[src/rtl/sudoku_pkg.sv]
// -----------------------------------------------------------------------------
// sudoku_pkg
// Shared constants, state encoding and helpers for the board-check sequencer.
// - Board geometry (box edge, values per group, cell and group counts)
// - Group index bases: rows 0..8, columns 9..17, boxes 18..26
// - FG_NONE: fail_group value meaning "no failing group"
// - value_bit(): one-hot seen-mask bit for a cell value, zero when illegal
// -----------------------------------------------------------------------------
package sudoku_pkg;

  localparam int BOX_EDGE = 3;
  localparam int N        = BOX_EDGE * BOX_EDGE;
  localparam int N_CELLS  = N * N;
  localparam int N_GROUPS = 3 * N;

  localparam logic [4:0] FG_NONE = 5'h1F;

  localparam logic [4:0] G_ROW = 5'd0;
  localparam logic [4:0] G_COL = 5'd9;
  localparam logic [4:0] G_BOX = 5'd18;

  typedef enum logic [1:0] {
    IDLE = 2'd0,
    SCAN = 2'd1,
    DONE = 2'd2
  } state_t;

  // One-hot bit (v-1) for a legal value 1..9; empty (0) or out-of-range
  // values return 0 so they never mark anything as seen.
  function automatic logic [8:0] value_bit(input logic [3:0] v);
    value_bit = 9'd0;
    if (v >= 4'd1 && v <= 4'd9) begin
      value_bit = 9'd1 << (v - 4'd1);
    end
  endfunction

endpackage

[src/rtl/sudoku_check_seq_group_addr.sv]
// -----------------------------------------------------------------------------
// sudoku_group_addr
// Combinational mapping from (group, element) to a board cell address.
// Ports:
//   i_group  in  5   group index 0..26 (rows, then columns, then boxes)
//   i_elem   in  4   element index 0..8 within the group
//   o_addr   out CW  cell index row*9 + col
// -----------------------------------------------------------------------------
module sudoku_group_addr
  import sudoku_pkg::*;
#(
  parameter int CW = 7
) (
  input  logic [4:0]    i_group,
  input  logic [3:0]    i_elem,
  output logic [CW-1:0] o_addr
);

  int w_g;
  int w_k;
  int w_b;
  int w_a;

  always_comb begin
    w_g = int'(i_group);
    w_k = int'(i_elem);
    w_b = 0;
    if (w_g < int'(G_COL)) begin
      // row g, column k
      w_a = w_g * N + w_k;
    end else if (w_g < int'(G_BOX)) begin
      // column g-9, row k
      w_a = w_k * N + (w_g - int'(G_COL));
    end else begin
      // box b walked row-major: k/3 selects the row inside the box
      w_b = w_g - int'(G_BOX);
      w_a = (BOX_EDGE * (w_b / BOX_EDGE) + w_k / BOX_EDGE) * N
          + BOX_EDGE * (w_b % BOX_EDGE) + w_k % BOX_EDGE;
    end
    o_addr = CW'(w_a);
  end

endmodule

[src/rtl/sudoku_check_seq.sv]
// -----------------------------------------------------------------------------
// sudoku_check_seq
// Board-check sequencer: on start, reads all 81 cells group by group
// (9 rows, 9 columns, 9 boxes) and reports whether every group holds 1..9
// exactly once, plus the first failing group.
// Ports:
//   i_clka        in  1   clock, rising edge
//   i_restart     in  1   asynchronous active-high reset
//   i_start       in  1   check request, honoured in IDLE and DONE only
//   o_rd_en       out 1   board read strobe
//   o_rd_addr     out CW  cell address (0 when o_rd_en is low)
//   i_rd_data     in  VW  cell value, valid the cycle after the read
//   o_busy        out 1   high while scanning
//   o_done        out 1   one-cycle result pulse
//   o_solved      out 1   all groups valid; held until next start
//   o_fail_group  out 5   first failing group, 5'h1F when none; held
// -----------------------------------------------------------------------------
module sudoku_check_seq
  import sudoku_pkg::*;
#(
  parameter int BOX = 3,
  parameter int CW  = 7,
  parameter int VW  = 4
) (
  input  logic          i_clka,
  input  logic          i_restart,
  input  logic          i_start,
  output logic          o_rd_en,
  output logic [CW-1:0] o_rd_addr,
  input  logic [VW-1:0] i_rd_data,
  output logic          o_busy,
  output logic          o_done,
  output logic          o_solved,
  output logic [4:0]    o_fail_group
);

  localparam logic [3:0] LAST_ELEM  = 4'(BOX * BOX - 1);
  localparam logic [4:0] LAST_GROUP = 5'(N_GROUPS - 1);

  state_t      r_state;
  logic [4:0]  r_group;
  logic [3:0]  r_elem;
  logic        r_issue_end;   // all 243 reads have been issued
  logic        r_vld;         // a read is in flight; its data arrives now
  logic        r_last;        // that read is the 9th of its group
  logic [4:0]  r_tag_group;   // group of the in-flight read
  logic [8:0]  r_mask;
  logic        r_bad;
  logic        r_busy;
  logic        r_done;
  logic        r_solved;
  logic [4:0]  r_fail_group;

  logic [CW-1:0] w_addr;
  logic [8:0]    w_bit;
  logic [8:0]    w_mask_next;
  logic          w_bad_next;
  logic          w_pass;

  sudoku_group_addr #(.CW(CW)) u_addr (
    .i_group (r_group),
    .i_elem  (r_elem),
    .o_addr  (w_addr)
  );

  assign w_bit       = value_bit(i_rd_data);
  assign w_mask_next = r_mask | w_bit;
  // Illegal value (no bit) or a repeat of an already-seen value poisons the group.
  assign w_bad_next  = r_bad | (w_bit == 9'd0) | (|(r_mask & w_bit));
  assign w_pass      = (w_mask_next == 9'h1FF) && !w_bad_next;

  assign o_rd_en      = (r_state == SCAN) && !r_issue_end;
  assign o_rd_addr    = o_rd_en ? w_addr : '0;
  assign o_busy       = r_busy;
  assign o_done       = r_done;
  assign o_solved     = r_solved;
  assign o_fail_group = r_fail_group;

  always_ff @(posedge i_clka or posedge i_restart) begin
    if (i_restart) begin
      r_state      <= IDLE;
      r_group      <= '0;
      r_elem       <= '0;
      r_issue_end  <= 1'b0;
      r_vld        <= 1'b0;
      r_last       <= 1'b0;
      r_tag_group  <= '0;
      r_mask       <= '0;
      r_bad        <= 1'b0;
      r_busy       <= 1'b0;
      r_done       <= 1'b0;
      r_solved     <= 1'b0;
      r_fail_group <= FG_NONE;
    end else begin
      r_done <= 1'b0;
      case (r_state)
        IDLE, DONE: begin
          if (i_start) begin
            r_state      <= SCAN;
            r_busy       <= 1'b1;
            r_solved     <= 1'b0;
            r_fail_group <= FG_NONE;
            r_group      <= '0;
            r_elem       <= '0;
            r_issue_end  <= 1'b0;
            r_vld        <= 1'b0;
            r_last       <= 1'b0;
            r_tag_group  <= '0;
            r_mask       <= '0;
            r_bad        <= 1'b0;
          end
        end

        SCAN: begin
          // Issue side: tag the read going out this cycle, then advance (g, k).
          r_vld       <= o_rd_en;
          r_last      <= (r_elem == LAST_ELEM);
          r_tag_group <= r_group;
          if (o_rd_en) begin
            if (r_elem == LAST_ELEM) begin
              r_elem <= '0;
              if (r_group == LAST_GROUP) begin
                r_issue_end <= 1'b1;
              end else begin
                r_group <= r_group + 5'd1;
              end
            end else begin
              r_elem <= r_elem + 4'd1;
            end
          end

          // Check side: fold in the value returned for last cycle's read.
          if (r_vld) begin
            if (r_last) begin
              r_mask <= '0;
              r_bad  <= 1'b0;
              if (!w_pass) begin
                // Leaving SCAN drops the read still in flight.
                r_state      <= DONE;
                r_busy       <= 1'b0;
                r_done       <= 1'b1;
                r_solved     <= 1'b0;
                r_fail_group <= r_tag_group;
              end else if (r_tag_group == LAST_GROUP) begin
                r_state      <= DONE;
                r_busy       <= 1'b0;
                r_done       <= 1'b1;
                r_solved     <= 1'b1;
                r_fail_group <= FG_NONE;
              end
            end else begin
              r_mask <= w_mask_next;
              r_bad  <= w_bad_next;
            end
          end
        end

        default: r_state <= IDLE;
      endcase
    end
  end

endmodule

[config.mk]
export PLATFORM = sky130hd
export DESIGN_NAME = sudoku_check_seq
export DESIGN_NICKNAME = d
export VERILOG_FILES = /design/src/rtl/sudoku_pkg.sv /design/src/rtl/sudoku_check_seq_group_addr.sv /design/src/rtl/sudoku_check_seq.sv
export SDC_FILE = /design/constraint.sdc
export NUM_CORES = 1
export LEC_CHECK = 0
export CORE_UTILIZATION = 33
export CTS_BUF_LIST = sky130_fd_sc_hd__clkbuf_16
export DETAILED_ROUTE_END_ITERATION = 7
export HOLD_SLACK_MARGIN = 0.15
export MAX_ROUTING_LAYER = met4
export SLEW_MARGIN = 10
export SYNTH_ARGS = -nofsm -noshare
export SYNTH_HDL_FRONTEND = slang
export SYNTH_HIERARCHICAL = 1
export SYNTH_SLANG_ARGS = --single-unit
[constraint.sdc]
create_clock -name i_clka -period 24.1 [get_ports i_clka]
set_input_delay 4.82 -clock i_clka [delete_from_list [all_inputs] [get_ports i_clka]]
set_output_delay 4.82 -clock i_clka [all_outputs]
set_load 0.02 [all_outputs]
==> results.cfg <==
[run_status]
status = finished, final reports clean

[timing]
rsz0062_at_grt = no
fmax_mhz = 62.0
hold_viol = 0
maxSlewViolCount = 0
tns_ns = 0
setup_violations = 0
maxSlewHeadroom_pct = 36.9
period_minus_slack_ns = 16.12
period_share_pct = 66.9
worst_clock_skew_ns = 0.00330
tightestPinTransition_ns = 0.947

[logic_synthesis]
yosysWarnings = 6
synthTopCellsByArea = ha_1 (19%), dfrtp_1 (15%), xnor2_1 (7.1%)
synth_nets = 751
postSynthAreaPerCell_um2 = 8.35
ys_seq_area_share_pct = 17.3
ys_ff_latch = 37
async_flop_share_pct = 100
yosysTopAreaCell = ha_1
synth_edf_count = 0
synth-main-ff-cell = dfrtp_1
synth_cells = 646
synth_top_cell_area_share_pct = 19.0
yosys.cell_types.count = 73
netlist_area_um2 = 5390

[clocking]
cts_max_path_buffers = 2
numCtsBuffers = 5
post_cts_resized = 0
cts.sinks = 37
clk_latency_ns = 0.28
cts_tree = done
post-cts-setup-buffers = 0
root_buffer = clkbuf_16
clk_pin_slew_ns = 0.06
cts_hold_buf = 0
htreeDepth = 2

[global_route]
grt_use_total_pct = 15.6
grt_antenna_before_repair = 0
grt-ovfl-total = 0
grt_pass1_vias = 4078
grt_pass1_wl_um = 20400
grt_max_degree = 38

[critical_path]
timing.rr.end = r_group[4]
endpoint_kind = primary output
worstSetupPathType = flip-flop to primary output
path_max_fanout = 14
worst_path_max_delay_cell = clkdlybuf4s50_1
worst_ep_required_time_ns = 19.28
rrSetupSlack_ns = 21.76
crit_arrival_ns = 11.30
critical_path.max_stage_delay_ns = 0.60
reg2regPathDepth = 6
rr_startpoint = r_state[0]
cp_common_cell = xnor2_1
critPathLaunchType = flip-flop

[floorplanning]
initial_utilization_pct = 33.8
fp.dieW_um = 130
fp.dieH_um = 130
boundaryPins = 23
die-area_um2 = 16900
core-area_um2 = 15900
std_cell_rows = 46

[hold_path]
hold_start = r_issue_end
whs_path_depth = 1
min_path_type = flip-flop to flip-flop
holdPathEnd = r_issue_end

[drt]
routed_wl_um = 12300
viasPerCell = 5.04
ant_nets = 0
dr_total_vias = 4409
firstDrtPassIters = 5
wl_per_cell_um = 14.1
drc = 0
drt_iter0_markers = 333

[finish]
antenna_cells = 0
layout-drive-gt1-share_pct = 6.37
n_fill_cell = 1678
syn_to_final_growth_pct = 10.9
layout.nets = 763

[placement]
dp_hpwl_um = 9590
port-buffer-count = 22
gp_congestion = 0.865

[job]
drv_cap = 0
-- stage by stage --
step | setup WS (ns) | util [%] | cells | hold slack [ns] | area [um^2]
2_1_floorplan | 9.71 | - | 646 | 0.465 | 5390
3_3_place_gp | 8.54 | 36.5 | 867 | 0.484 | 5810
3_5_place_dp | 8.34 | 36.5 | 867 | 0.505 | 5810
4_1_cts | 8.01 | 37.5 | 875 | 0.518 | 5980
5_1_grt | 7.21 | 37.5 | 875 | 0.544 | 5980
6_report | 7.98 | 37.5 | 875 | 0.520 | 5980
-- layout make-up --
class,instances,area (um^2),area share [%]
multi-input combinational,527,4130,69.2
sequential,37,932,15.6
tap,216,270,4.52
timing repair buffer,25,243,4.06
inverter,62,233,3.89
clock buffer,5,125,2.09
clock inverter,3,41.3,0.691
-- cells by family (layout without fill, tap and decap cells) --
family	count (synthesis)	in the layout	synth area share [%]
xor+xnor	60	60	10.3
buf+inv	82	95	6.03
mux	12	12	2.37
compound gates	157	157	20.1
simple gates	200	200	19.0
flops	37	37	17.3
fa+ha+maj	98	98	25.0
-- flip-flops by register name, indices dropped and copies added (netlist names) --
| register | cells |
|---|---|
| r_elem | 4 |
| r_vld | 1 |
| r_last | 1 |
| o_busy | 1 |
| r_group | 5 |
| r_mask | 9 |
| o_done | 1 |
| o_solved | 1 |
| r_tag_group | 5 |
| r_state | 2 |
| o_fail_group | 5 |
| r_issue_end | 1 |
| r_bad | 1 |
-- worst max-delay path: cells and delay by family (launching register included) --
family	cells	cell delay [ns]
compound gates	9	1.64
xor+xnor	12	1.97
fa+ha+maj	12	4.46
buf+inv	8	1.29
flops	1	0.57
simple gates	4	1.07
-- cell usage in the layout, fill, tap and decap left out, types with 4 or more instances in the layout --
master,synthesis,final
nor2_1,60,60
a22o_1,7,7
o31ai_1,5,5
dfrtp_1,32,32
and3_1,5,5
nor2b_1,9,9
a211oi_1,4,4
nand2_1,48,48
a2bb2oi_1,5,5
a31oi_1,9,9
xor2_1,13,13
or3_1,4,4
nand2b_1,10,10
mux2_2,5,5
o21ai_0,22,22
fa_1,16,16
nor3_1,12,12
inv_1,61,61
mux2i_1,6,6
a21oi_1,40,40
dfstp_2,5,5
and2_1,13,13
a21o_1,14,14
o21a_1,5,5
nor3b_1,4,4
clkbuf_16,0,5
nand3_1,12,12
a22oi_1,9,9
xnor2_1,44,44
o21ai_1,6,6
clkdlybuf4s50_1,0,22
ha_1,82,82
-- how the worst max path moves through the flow --
stage,from,end,slack (ns),cells after the start
after global placement,r_group[1],o_rd_addr[6],8.54,45
final,r_group[1],o_rd_addr[6],7.98,45
after detailed placement,r_group[1],o_rd_addr[6],8.34,43
after global routing,r_group[1],o_rd_addr[6],7.21,45
after floorplan,r_group[1],o_rd_addr[6],9.71,43
after CTS,r_group[1],o_rd_addr[6],8.01,45
-- per-layer routing --
metal	vias to the layer above	wire length, um	track usage, %
li1	2289	-	-
met1	2057	6530	22.7
met2	55	5460	23.6
met3	8	254	1.52
met4	0	70	2.26
met5	-	0	-
-- synthesized netlist by cell type, types with 6 or more instances --
cell,n
fa_1,16
a21oi_1,40
and2_1,13
nand2b_1,10
nand3_1,12
nor3_1,12
a21o_1,14
o21ai_0,22
nand2_1,48
inv_1,61
nor2b_1,9
o21ai_1,6
a22o_1,7
ha_1,82
clkbuf_1,11
mux2i_1,6
a22oi_1,9
xor2_1,13
a31oi_1,9
xnor2_1,44
dfrtp_1,32
nor2_1,60
Power is left out: the tool's default activity adds up to more than one toggle a clock period on the data nets, which glitch-free logic cannot reach.
